[config.mk]
export PLATFORM = sky130hd
export DESIGN_NAME = alu_cmd_issuer
export DESIGN_NICKNAME = d
export VERILOG_FILES = /design/src/rtl/alu_cmd_issuer.sv
export SDC_FILE = /design/constraint.sdc
export NUM_CORES = 1
export LEC_CHECK = 0
export ABC_AREA = 1
export BUFFER_PORTS_ARGS = -buffer_cell sky130_fd_sc_hd__buf_2
export CORE_MARGIN = 4
export CORE_UTILIZATION = 58
export CTS_CLUSTER_SIZE = 40
export DETAILED_ROUTE_END_ITERATION = 8
export PLACE_DENSITY_LB_ADDON = 0.15
export SYNTH_ARGS = -nofsm -noshare
export SYNTH_HDL_FRONTEND = slang
export SYNTH_SLANG_ARGS = --single-unit
[constraint.sdc]
create_clock -name clk -period 5.82 [get_ports clk]
set_input_delay 0.582 -clock clk [delete_from_list [all_inputs] [get_ports clk]]
set_output_delay 0.582 -clock clk [all_outputs]
set_load 0.05 [all_outputs]
[src/rtl/alu_cmd_issuer.sv]
// Purpose : queue ALU commands, drive them one at a time onto the ALU from registers, return Result/Zero with a tag.
// Latency : push at edge k into an idle, empty block -> operands driven after k+1, rsp_valid_o after k+2; 1 rsp / 2 cycles.
// Backpr. : cmd_ready_o = command FIFO not full (registered occupancy only); a response is held in RESP until rsp_ready_i.
//
// Ports   : clk/reset (sync, active-low) | cmd_* valid/ready command channel (op, signed A/B, tag)
//           ALU_Operation_o/A_o/B_o registered ALU drive, ALU_Result_i/Zero_i combinational ALU return
//           rsp_* valid/ready response channel (result, zero, tag, err) | busy_o = FIFO not empty or FSM not IDLE
// Option  : define ALU_CMD_ISSUER_OPCHECK_EN to trap unsupported opcodes (0110-1111) instead of issuing them;
//           when undefined every opcode is issued unchanged and rsp_err_o is tied to 0.

// Small generic FIFO: show-ahead head on pop_dat, no pass-through, ready from registered count only.
module alu_cmd_issuer_fifo #(
  parameter int WIDTH = 8,
  parameter int DEPTH = 4
) (
  input  logic             clk,
  input  logic             reset,
  input  logic             push_vld,
  output logic             push_rdy,
  input  logic [WIDTH-1:0] push_dat,
  input  logic             pop_vld,
  output logic [WIDTH-1:0] pop_dat,
  output logic             empty
);
  localparam int AW = (DEPTH > 1) ? $clog2(DEPTH) : 1;
  localparam int CW = AW + 1;

  logic [WIDTH-1:0] mem [DEPTH];
  logic [AW-1:0]    wr_ptr;
  logic [AW-1:0]    rd_ptr;
  logic [CW-1:0]    count;
  logic             do_push;
  logic             do_pop;

  assign push_rdy = (count != CW'(DEPTH));
  assign empty    = (count == '0);
  assign do_push  = push_vld && push_rdy;
  assign do_pop   = pop_vld && !empty;
  assign pop_dat  = mem[rd_ptr];

  // Storage needs no reset: an entry is only read after it has been written.
  always_ff @(posedge clk) begin
    if (do_push) begin
      mem[wr_ptr] <= push_dat;
    end
  end

  // DEPTH is a power of two, so the pointers wrap naturally.
  always_ff @(posedge clk) begin
    if (!reset) begin
      wr_ptr <= '0;
      rd_ptr <= '0;
      count  <= '0;
    end else begin
      if (do_push) begin
        wr_ptr <= wr_ptr + AW'(1);
      end
      if (do_pop) begin
        rd_ptr <= rd_ptr + AW'(1);
      end
      case ({do_push, do_pop})
        2'b10:   count <= count + CW'(1);
        2'b01:   count <= count - CW'(1);
        default: count <= count;
      endcase
    end
  end
endmodule

module alu_cmd_issuer #(
  parameter int DEPTH = 4,
  parameter int TAG_W = 4
) (
  input  logic             clk,
  input  logic             reset,
  input  logic             cmd_valid_i,
  output logic             cmd_ready_o,
  input  logic [3:0]       cmd_op_i,
  input  logic [31:0]      cmd_a_i,
  input  logic [31:0]      cmd_b_i,
  input  logic [TAG_W-1:0] cmd_tag_i,
  output logic [3:0]       ALU_Operation_o,
  output logic [31:0]      A_o,
  output logic [31:0]      B_o,
  input  logic [31:0]      ALU_Result_i,
  input  logic             Zero_i,
  output logic             rsp_valid_o,
  input  logic             rsp_ready_i,
  output logic [31:0]      rsp_result_o,
  output logic             rsp_zero_o,
  output logic [TAG_W-1:0] rsp_tag_o,
  output logic             rsp_err_o,
  output logic             busy_o
);
  localparam int FW = 4 + 32 + 32 + TAG_W;

  typedef enum logic [1:0] {
    IDLE  = 2'd0,
    ISSUE = 2'd1,
    RESP  = 2'd2
  } state_t;

  state_t           state;
  state_t           state_nxt;
  logic             fifo_pop;
  logic             fifo_empty;
  logic [FW-1:0]    fifo_head;
  logic [3:0]       head_op;
  logic [31:0]      head_a;
  logic [31:0]      head_b;
  logic [TAG_W-1:0] head_tag;
  logic             capture;
  logic             op_bad;
  logic             issue_err;
  logic [TAG_W-1:0] tag_q;

  alu_cmd_issuer_fifo #(
    .WIDTH (FW),
    .DEPTH (DEPTH)
  ) u_cmd_fifo (
    .clk      (clk),
    .reset    (reset),
    .push_vld (cmd_valid_i),
    .push_rdy (cmd_ready_o),
    .push_dat ({cmd_op_i, cmd_a_i, cmd_b_i, cmd_tag_i}),
    .pop_vld  (fifo_pop),
    .pop_dat  (fifo_head),
    .empty    (fifo_empty)
  );

  assign {head_op, head_a, head_b, head_tag} = fifo_head;

`ifdef ALU_CMD_ISSUER_OPCHECK_EN
  logic issue_err_q;
  logic rsp_err_q;

  assign op_bad    = (head_op > 4'd5);
  assign issue_err = issue_err_q;
  assign rsp_err_o = rsp_err_q;

  // Remember whether the command now in flight was trapped, so ISSUE can substitute the error response.
  always_ff @(posedge clk) begin
    if (!reset) begin
      issue_err_q <= 1'b0;
      rsp_err_q   <= 1'b0;
    end else begin
      if (fifo_pop) begin
        issue_err_q <= op_bad;
      end
      if (capture) begin
        rsp_err_q <= issue_err_q;
      end
    end
  end
`else
  assign op_bad    = 1'b0;
  assign issue_err = 1'b0;
  assign rsp_err_o = 1'b0;
`endif

  always_ff @(posedge clk) begin
    if (!reset) begin
      state <= IDLE;
    end else begin
      state <= state_nxt;
    end
  end

  always_comb begin
    state_nxt = state;
    fifo_pop  = 1'b0;
    capture   = 1'b0;
    case (state)
      IDLE: begin
        if (!fifo_empty) begin
          fifo_pop  = 1'b1;
          state_nxt = ISSUE;
        end
      end
      ISSUE: begin
        // ALU is combinational: its outputs reflect the registered operands this cycle.
        capture   = 1'b1;
        state_nxt = RESP;
      end
      RESP: begin
        if (rsp_ready_i) begin
          if (!fifo_empty) begin
            fifo_pop  = 1'b1;
            state_nxt = ISSUE;
          end else begin
            state_nxt = IDLE;
          end
        end
      end
      default: state_nxt = IDLE;
    endcase
  end

  always_ff @(posedge clk) begin
    if (!reset) begin
      ALU_Operation_o <= '0;
      A_o             <= '0;
      B_o             <= '0;
      tag_q           <= '0;
      rsp_result_o    <= '0;
      rsp_zero_o      <= 1'b0;
      rsp_tag_o       <= '0;
    end else begin
      if (fifo_pop) begin
        tag_q <= head_tag;
        // A trapped opcode leaves the ALU inputs at their previous values.
        if (!op_bad) begin
          ALU_Operation_o <= head_op;
          A_o             <= head_a;
          B_o             <= head_b;
        end
      end
      if (capture) begin
        rsp_result_o <= issue_err ? 32'd0 : ALU_Result_i;
        rsp_zero_o   <= issue_err ? 1'b1  : Zero_i;
        rsp_tag_o    <= tag_q;
      end
    end
  end

  assign rsp_valid_o = (state == RESP);
  assign busy_o      = !fifo_empty || (state != IDLE);
endmodule

# Yosys cells after proc, flatten, opt, wreduce, memory -nomap -nowiden
# Memory sizes are Yosys's and may differ from the RTL's. A register that Yosys moved wholly into a read port is not among the register bits.
# Index checks and enable logic that the tools add are counted.
# word_totals
reg_bits	46
mem_bits_rw	288
in_bits	109
out_inout_bits	109
wordCells	40
memories	1
# classes
add_sub_neg	4
eq_ne	7
mux	11
reduce_logical	10
# memory_table
memory	words	width	rd	rd_clocked_by_memory_dff	wr	line_no	rtl
u_cmd_fifo.mem	4	72	1	1	1	28	logic [WIDTH-1:0] mem [DEPTH];
# ops
operator	n
$mux W1	6
$pmux W2 S3	1
$pmux W3 S2	1
$add A2 B1 Y2 const B	2
$eq A2 B1 Y1 const B	2
$eq A2 B2 Y1 const B	2
$mux W2	2
$reduce_bool A2 Y1	2
$add A3 B1 Y3 const B	1
$logic_not A3 Y1	1
$ne A3 B3 Y1 const B	1
$sub A3 B1 Y3 const B	1
$logic_and A1 B1 Y1	2
$logic_not A1 Y1	2
$logic_not A2 Y1	1
$ne A2 B1 Y1 const B	1
$ne A2 B2 Y1 const B	1
$pmux W1 S2	1
$reduce_and A2 Y1	1
$logic_or A1 B1 Y1	1

# Depth between registers and ports, before layout
# depth
word_depth	7
ltp_mapped	15
depth_no_buf	14

# Cells and area by module
# From an unflattened synthesis, not the netlist that was laid out.
# hier_totals
cells_unflattened	1413
hier_area_um2	16092.9
# by_module_without_submodules
module	n_inst	cells_each	area_per_inst_um2	seq_area_each_um2
alu_cmd_issuer_fifo	1	765	11574.9	8828.5
alu_cmd_issuer	1	648	4518.1	2222.1

# Worst setup path before layout
# Ideal clock, no wire load.
# synth_timing
kind	flip-flop to flip-flop
startpoint	register u_cmd_fifo.count[1]
endpoint	memory u_cmd_fifo.mem[0][0] (netlist name), enable pin
setup_time_ns	0.503
arrival_ns	4.155
required_ns	5.317
setup_slack_ns	1.162
path_stages_with_launch	5
n_path_buf	0
cell_sequence	dfxtp_1 > inv_1 > nand3_1 > nand2_1 > nor2_1
# synth_between
elab_chain_cells	4
# synth_lines
element	line_no	rtl
from (decl)	31	logic [CW-1:0] count;
from (signal assigned)	62	2'b10: count <= count + CW'(1);
from (signal assigned)	63	2'b01: count <= count - CW'(1);
from (signal assigned)	64	default: count <= count;
$ne A3 B3 Y1	35	assign push_rdy = (count != CW'(DEPTH));
named net cmd_ready_o	77	output logic cmd_ready_o,
$logic_and A1 B1 Y1	37	assign do_push = push_vld && push_rdy;
$mux W1	43	if (do_push) begin
$mux W1 (not written as such)	44	mem[wr_ptr] <= push_dat;
to (decl)	28	
# The timed path passes the listed nets, and every way through them passes these cells.

==> results.toml <==
[global_route]
grt_pass1_wl_um = 54900
antenna_found_initial = 4
grt_usage_pct = 21.8
grt_pass1_vias = 11200
grt.overflow.total = 0
grt_max_degree = 100

[power]
p_sw_mw = 4.41
cellLeakagePower_nw = 9.34
p_int_mw = 6.21
power_frac_seq_pct = 37.0
vdd_drop_max_uv = 356
power_density_nw_per_um2 = 549
swShare_pct = 41.5
power_frac_comb_pct = 38.6
clockPowerShare_pct = 24.4

[sta]
fin_skew_ns = 0.0150
holdWs_ns = 0.267
slew_headroom_pct = 23.3
fmax_ghz = 0.392
fin_crit_ns = 2.55
timing.final.crit_share_pct = 43.9
timing.setup.tns_ns = 0
finalSetupViolations = 0
drv_slew = 0
tightest_slew_ns = 1.15
grt_setup_unrepaired = "false"
hold_viol = 0

[finish]
final-seq-area_um2 = 11000
drive_above_1_share_pct = 14.7
area_growth_pct = 15.5
final_common_cell = "nand2_1"
fill_cells = 2176
fin_nets = 2119
multiInputGateArea_um2 = 3920
final_cell_mix = "nand2_1 (519), inv_1 (376), edfxtp_1 (288)"

[logic_synthesis]
synth_seq_cells = 406
syn_nets = 1931
synth_area_um2 = 16700
yosysSeqAreaShare_pct = 65.7
yosys.cell_types.count = 19
syn_area_per_cell_um2 = 9.22
syn_inst = 1816
yosys_warnings = 0

[floorplanning]
die_height_um = 178
die_w_um = 178
die-area_um2 = 31700
ios = 218
start_util_pct = 59.5
core_um2 = 28200
rows = 61

[cts]
cts_sinks = 406
cts-root-buf = "clkbuf_16"
htree_num_levels = 2
cts_made_buffers = 41
clk_latency_ns = 0.53
cts-resized-gates = 0
post_cts_buffers = 0
ctsHoldBuffers = 0
ctsLongestPathBuffers = 3
cts_tree = "built"
clk_pin_slew_ns = 0.06

[worst_setup_path]
reg2reg_from = "u_cmd_fifo.rd_ptr[0]"
cp.arrival_ns = 2.96
r2r_end = "tag_q[1]"
rr_worst_depth = 7
ff2ff_setup_slack_ns = 3.27
crit_end = "tag_q[1]"
criticalPathCategory = "reg2reg"
crit_fanout = 99
endpoint_kind = "flip-flop"
cp-startpoint = "u_cmd_fifo.rd_ptr[0]"
critPathRequiredTime_ns = 6.23
startpoint_type = "flip-flop"

[outcome]
status = "finished, final reports clean"

[drt]
drtIter0Drc = 790
avgViaCountPerCell = 4.82
dr.pass1.iters = 5
wl_per_cell_um = 14.4
dr_total_vias = 11700
drc = 0
ant_nets = 0
wl_um = 34800

[min_path]
holdCritPathClass = "in2reg"

[flow_run]
drv_cap = 0

[place]
routabilityCongestion = 0.743
numPortBuffers = 216
hpwl_um = 19900
[power groups by stage]
stage               registers (mW)  clock network, mW  logic, mW
floorplan                     5.09                  0       2.15
global placement              3.97                  0       4.05
detailed placement            3.98                  0       4.13
CTS                           3.93               2.64       4.15
global route                  3.99               2.76       4.56
finish                        3.93               2.59       4.10
[through the flow]
stage / area [um2] / total power [mW] / std cells / utilization (%) / worst slack (ns)
detailed placement: 18000 / 8.12 / 2339 / 63.9 / 3.17
global placement: 18000 / 8.02 / 2339 / 63.9 / 3.24
global route: 19300 / 11.3 / 2414 / 68.7 / 3.00
finish: 19300 / 10.6 / 2415 / 68.7 / 3.27
CTS: 19300 / 10.7 / 2413 / 68.7 / 3.23
floorplan: 16700 / 7.25 / 1816 / - / 1.16
[cell usage after synthesis]
| cell type | instances | area share [%] |
|---|---|---|
| inv_1 | 376 | 8.4 |
| buf_1 | 7 | 0.16 |
| nand3_1 | 151 | 4.5 |
| nor2_1 | 221 | 5.0 |
| or2_2 | 1 | 0.037 |
| a21oi_1 | 9 | 0.27 |
| edfxtp_1 | 288 | 52 |
| a211oi_1 | 1 | 0.045 |
| clkbuf_1 | 29 | 0.65 |
| ha_1 | 5 | 0.37 |
| buf_2 | 28 | 0.84 |
| buf_6 | 7 | 0.47 |
| conb_1 | 1 | 0.022 |
| nand2_1 | 520 | 12 |
| dfxtp_1 | 118 | 14 |
| o21ai_0 | 39 | 1.2 |
| fa_1 | 1 | 0.12 |
| inv_2 | 3 | 0.067 |
| buf_4 | 11 | 0.49 |
[flip-flops by register name (all words and copies together), names as in the netlist]
name,cells
u_cmd_fifo.mem,288
A_o,32
B_o,32
rsp_result_o,32
ALU_Operation_o,4
rsp_tag_o,4
tag_q,4
u_cmd_fifo.count,3
state,2
u_cmd_fifo.rd_ptr,2
u_cmd_fifo.wr_ptr,2
rsp_zero_o,1
[worst min path at each step]
stage / end / start / cells past startpoint / slack (ns)
CTS: u_cmd_fifo.mem[1][33] / cmd_b_i[29] / 1 / 0.25
finish: u_cmd_fifo.mem[1][41] / cmd_a_i[5] / 1 / 0.27
global route: u_cmd_fifo.mem[3][22] / cmd_b_i[18] / 1 / 0.25
detailed placement: rsp_tag_o[2] / tag_q[2] / 2 / 0.45
floorplan: rsp_tag_o[3] / tag_q[3] / 2 / 0.43
global placement: rsp_tag_o[2] / tag_q[2] / 2 / 0.44
[critical path: stages (launching register included)]
cell	delay, ns
dfxtp_4	0.53
inv_4	0.83
buf_4	0.58
nand2_1	0.12
nand3_1	0.10
nand2_1	0.10
nor2_1	0.09
nor2_1	0.05
[layer usage]
metal / vias to the layer above / GRT usage [%] / share of wire, %
met2: 333 / 37.8 / 48
met5: - / 0 / 0.11
met3: 67 / 3.98 / 7.0
li1: 5912 / - / -
met4: 6 / 6.51 / 2.1
met1: 5332 / 28.1 / 43
[cell type report]
class | instances | area share [%]
flip-flops and latches | 406 | 57.0
multi-input cells | 949 | 20.2
inverters | 379 | 7.37
clock buffers | 59 | 6.12
repair buffers | 227 | 6.03
well taps | 378 | 2.44
clock inverters | 15 | 0.808
diodes | 2 | 0.0259
[kinds of logic after synthesis]
| logic type | share of synthesized area (%) |
|---|---|
| other | 0.0224 |
| flip-flops | 65.7 |
| AO/OA/AOI/OAI | 1.48 |
| AND/OR/NAND/NOR | 21.2 |
| buffers and inverters | 11.1 |
| adder cells (fa/ha/maj) | 0.493 |
No activity file was read; power rests on OpenSTA's default activity.
